<file path="src/rtl/timer_tick_ctrl.sv">
// Round-timer control stage: latches the BCD preset, loads the digit chain and
// issues prescaled decrement pulses, with pause/abort and a runaway guard.
module timer_tick_ctrl #(
   parameter int TICK_DIV = 50000000,
   parameter int CNT_W    = 26
) (
   input  logic       clock,
   input  logic       rst,
   input  logic       start,
   input  logic       pause,
   input  logic       abort,
   input  logic [3:0] preset_tens,
   input  logic [3:0] preset_ones,
   input  logic       chain_stop,
   output logic       load,
   output logic [3:0] tens_num,
   output logic [3:0] ones_num,
   output logic       decrement,
   output logic       running,
   output logic       paused,
   output logic       expired,
   output logic       expire_pulse,
   output logic       overrun
);

   typedef enum logic [2:0] {
      ST_IDLE    = 3'd0,
      ST_LOAD    = 3'd1,
      ST_RUN     = 3'd2,
      ST_PAUSE   = 3'd3,
      ST_EXPIRED = 3'd4
   } state_t;

   localparam logic [CNT_W-1:0] PRESC_LAST = CNT_W'(TICK_DIV - 1);

   function automatic logic [3:0] clamp_bcd(input logic [3:0] digit);
      return (digit > 4'd9) ? 4'd9 : digit;
   endfunction

   // Runaway bound: the expected pulse count plus two pulses of slack.
   function automatic logic [7:0] round_limit(input logic [3:0] tens, input logic [3:0] ones);
      return ({4'd0, tens} * 8'd10) + {4'd0, ones} + 8'd2;
   endfunction

   state_t           state_r;
   state_t           state_s;
   logic [CNT_W-1:0] presc_r;
   logic [CNT_W-1:0] presc_s;
   logic [7:0]       pulses_r;
   logic [7:0]       pulses_s;
   logic [7:0]       limit_r;
   logic             overrun_s;
   logic             dec_s;
   logic             latch_s;

   // Next-state, prescaler and pulse-counter logic with the fixed event priority.
   always_comb begin
      state_s   = state_r;
      presc_s   = presc_r;
      pulses_s  = pulses_r;
      overrun_s = overrun;
      dec_s     = 1'b0;
      latch_s   = 1'b0;
      if (abort) begin
         state_s   = ST_IDLE;
         overrun_s = 1'b0;
      end else if (start) begin
         state_s   = ST_LOAD;
         overrun_s = 1'b0;
         latch_s   = 1'b1;
      end else begin
         case (state_r)
            ST_IDLE: begin
               state_s = ST_IDLE;
            end
            ST_LOAD: begin
               presc_s  = '0;
               pulses_s = 8'd0;
               if ((tens_num == 4'd0) && (ones_num == 4'd0)) begin
                  state_s = ST_EXPIRED;
               end else begin
                  state_s = ST_RUN;
               end
            end
            ST_RUN: begin
               if (chain_stop) begin
                  state_s = ST_EXPIRED;
               end else if (pulses_r >= limit_r) begin
                  overrun_s = 1'b1;
                  state_s   = ST_EXPIRED;
               end else if (pause) begin
                  state_s = ST_PAUSE;
               end else if (presc_r == PRESC_LAST) begin
                  // Pulse is registered, so it lands TICK_DIV cycles after RUN entry.
                  presc_s  = '0;
                  dec_s    = 1'b1;
                  pulses_s = (pulses_r == 8'hFF) ? pulses_r : (pulses_r + 8'd1);
               end else begin
                  presc_s = presc_r + CNT_W'(1);
               end
            end
            ST_PAUSE: begin
               if (chain_stop) begin
                  state_s = ST_EXPIRED;
               end else if (!pause) begin
                  state_s = ST_RUN;
               end else begin
                  state_s = ST_PAUSE;
               end
            end
            ST_EXPIRED: begin
               state_s = ST_EXPIRED;
            end
            default: begin
               state_s   = ST_IDLE;
               overrun_s = 1'b0;
            end
         endcase
      end
   end

   // State, datapath and registered outputs.
   always_ff @(posedge clock) begin
      if (rst) begin
         state_r      <= ST_IDLE;
         presc_r      <= '0;
         pulses_r     <= 8'd0;
         limit_r      <= 8'd0;
         tens_num     <= 4'd0;
         ones_num     <= 4'd0;
         overrun      <= 1'b0;
         load         <= 1'b0;
         decrement    <= 1'b0;
         running      <= 1'b0;
         paused       <= 1'b0;
         expired      <= 1'b0;
         expire_pulse <= 1'b0;
      end else begin
         state_r      <= state_s;
         presc_r      <= presc_s;
         pulses_r     <= pulses_s;
         overrun      <= overrun_s;
         load         <= (state_s == ST_LOAD);
         decrement    <= dec_s;
         running      <= (state_s == ST_RUN);
         paused       <= (state_s == ST_PAUSE);
         expired      <= (state_s == ST_EXPIRED);
         expire_pulse <= (state_s == ST_EXPIRED) && (state_r != ST_EXPIRED);
         if (latch_s) begin
            tens_num <= clamp_bcd(preset_tens);
            ones_num <= clamp_bcd(preset_ones);
            limit_r  <= round_limit(clamp_bcd(preset_tens), clamp_bcd(preset_ones));
         end else begin
            limit_r  <= limit_r;
         end
      end
   end

endmodule

</file>
<file path="config.mk">
export PLATFORM = sky130hd
export DESIGN_NAME = timer_tick_ctrl
export DESIGN_NICKNAME = d
export VERILOG_FILES = /design/src/rtl/timer_tick_ctrl.sv
export SDC_FILE = /design/constraint.sdc
export NUM_CORES = 1
export LEC_CHECK = 0
export CAP_MARGIN = 30
export CORE_MARGIN = 2
export CORE_UTILIZATION = 55
export CTS_BUF_LIST = sky130_fd_sc_hd__clkbuf_4
export DETAILED_ROUTE_END_ITERATION = 8
export DONT_BUFFER_PORTS = 1
export PLACE_DENSITY = 0.7
export SYNTH_ARGS = -nofsm -noshare
export SYNTH_HDL_FRONTEND = slang
export SYNTH_SLANG_ARGS = --single-unit
</file>
<file path="constraint.sdc">
create_clock -name clock -period 8.1 [get_ports clock]
set_clock_uncertainty 0.1 [all_clocks]
set_input_delay 1.62 -clock clock [delete_from_list [all_inputs] [get_ports clock]]
set_output_delay 1.62 -clock clock [all_outputs]
set_load 0.1 [all_outputs]
</file>
==> out/qor.csv <==
stage,metric,value,unit
clocking,cts.sinks,59,
grt,grt_pass1_vias,2518,
yosys,ys_ff_latch,59,
floorplanning,rows,27,
worst_setup_path,critPathKind,primary input to flip-flop,
sta,hold_viol,0,
worst_setup_path,arrival,3.64,ns
clocking,cts_hold_buf,0,
job,drv_cap,0,
route,dr_total_vias,2805,
clocking,insertion_delay,0.41,ns
worst_setup_path,crit_required,8.32,ns
clocking,h-tree-depth,3,
floorplanning,core_area,5610,µm²
route,via_per_inst,6.05,
grt,grt_max_degree,26,
route,drc,0,
yosys,yosysMostFrequentCell,dfxtp_1,
floorplanning,ios,29,
grt,grtUsageTotal,22.5,%
grt,antenna_found_initial,0,
yosys,ys_top_cells_by_area,"dfxtp_1 36%, ha_1 7.7%, a21oi_1 6.8%, nand2_1 3.9%, o31ai_1 3.7%",
route,first_pass_iters,5,
yosys,async_reset_ff_share,0,%
floorplanning,die_area,6520,µm²
finish,nets,422,
worst_setup_path,cp-start-kind,primary input,
sta,fin_setup_tns,0,ns
floorplanning,start_util,57.7,%
place,port_buffers,0,
yosys,synth_edf_count,0,
yosys,synth_nets,428,
yosys,ys_seq_area_share,36.5,%
yosys,synth_top_cell_area_share,36.5,%
sta,finalSetupViolations,0,
clocking,cts-resized-gates,0,
clocking,cts_root_buffer,clkbuf_4,
yosys,ys_types,47,
sta,rsz0062_at_grt,no,
clocking,clk_pin_slew,0.09,ns
sta,period_share,42.3,%
place,place_hpwl,4930,µm
route,finalWirelength,6830,µm
clocking,ctsLongestPathBuffers,2,
floorplanning,die_w,80.7,µm
min_path,hold_class,flip-flop to flip-flop,
clocking,cts_tree,yes,
finish,layout-drive-gt1-share,6.12,%
power_and_ir_drop,ir_worst_vdd,90.8,µV
clocking,cts_setup_buffers,0,
finish,area_growth,5.06,%
yosys,ys_warn_count,0,
sta,worst_pin_slew,1.02,ns
yosys,avgSynthCellArea,8.24,µm²
worst_setup_path,crit_fanout,4,
place,place.gp.congestion,0.813,
sta,slew_headroom,32.2,%
yosys,synthCells,393,
power_and_ir_drop,p_per_area,164,nW/µm²
route,wl_per_cell,14.7,µm
worst_setup_path,end_kind,flip-flop,
finish,num_antenna_cells,0,
sta,drv_slew,0,
yosys,yosysTopAreaCell,dfxtp_1,
grt,grt_pass1_wl,11600,µm
power_and_ir_drop,leakagePower,1.18,nW
yosys,netlist_area,3240,µm²
route,drt_iter0_markers,150,
floorplanning,fp.dieH,80.7,µm
yosys,synth_common_cells,"59 x dfxtp_1, 44 x a21oi_1, 34 x nand2_1, 26 x nor2_1, 21 x o21ai_0",
power_and_ir_drop,power,559,µW
route,ant_nets,0,
sta,fmax,0.292,GHz
outcome,status,"finished, final reports clean",
clocking,cts_made_buffers,9,
grt,grt_overflow,0,
yosys,synthFlopType,dfxtp_1,
sta,fin_crit,3.43,ns
==> cell type report <==
type	count	area, µm²
Fill cell	504	2210
Multi-Input combinational cell	297	1900
Sequential cell	59	1180
Tap cell	72	90.1
Clock buffer	9	67.6
Inverter	17	63.8
Clock inverter	7	58.8
Timing Repair Buffer	3	42.5
==> kinds of logic after synthesis <==
group / share of synthesized area (%)
AO/OA/AOI/OAI: 20.2
XOR/XNOR: 1.62
buffers and inverters: 4.91
AND/OR/NAND/NOR: 27.5
multiplexers: 0.966
flip-flops: 36.5
adder cells (fa/ha/maj): 8.35
==> worst paths after layout <==
kind,from,to,slack [ns],cells past startpoint
setup / recovery,preset_tens[2],limit_r[6],4.67,10
hold / removal,limit_r[7],limit_r[7],0.35,2
setup reg to reg,pulses_r[2],presc_r[7],4.94,7
hold reg to reg,limit_r[7],limit_r[7],0.35,2
==> metal layers <==
metal / vias up / routed length (µm) / share of wire [%] / track usage [%]
li1: 1451 / - / - / -
met1: 1299 / 3530 / 52 / 32.8
met2: 47 / 2950 / 43 / 32.7
met3: 8 / 257 / 3.8 / 3.78
met4: 0 / 85 / 1.2 / 9.66
met5: - / 0 / 0 / 0
==> critical path, stage by stage <==
cell and delay, ns:
o21a_1 0.16, nor2_1 0.17, inv_1 0.07, ha_1 0.27
ha_1 0.33, fa_1 0.47, a21oi_1 0.15, nor2b_1 0.07
xnor2_1 0.11, a211oi_1 0.22
==> cells in the final DEF, fill, tap and decap left out, types with 3 or more instances in the layout <==
master	count
and3_1	7
or3_1	15
nor2b_1	11
o31ai_1	16
clkinv_1	3
nand2_1	34
o21ai_0	21
nor3_1	5
clkbuf_4	9
a41oi_1	3
nand4_1	13
nor4b_1	3
nor2_1	26
nand3_1	11
or4_1	15
dfxtp_1	59
a21o_1	3
a211oi_1	7
inv_1	17
xnor2_1	4
a21oi_1	44
and4_1	5
ha_1	20
nand2b_1	5
a31oi_1	3
==> where the power goes <==
part	internal (mW)	total (mW)	switching (mW)
combinational	0.0207	0.0489	0.0282
sequential	0.294	0.309	0.0149
clock	0.0900	0.201	0.111
==> flip-flops by register name, summed over array words and instances (netlist names) <==
register and cells:
presc_r 26, state_r 3, overrun 1, expired 1, limit_r 7, paused 1, tens_num 4, load 1
decrement 1, pulses_r 8, expire_pulse 1, ones_num 4, running 1
==> per-stage QoR <==
step                      area [µm²]  setup slack, ns  hold slack (ns)  instances  util [%]
after floorplan                 3240             4.39            0.332        393         -
after global placement          3240             4.32            0.337        446      57.8
after detailed placement        3280             4.27            0.340        448      58.4
after CTS                       3400             4.70            0.353        464      60.7
after global routing            3400             4.52            0.373        464      60.7
final                           3400             4.67            0.347        464      60.7
No activity file was read; power rests on OpenSTA's default activity.
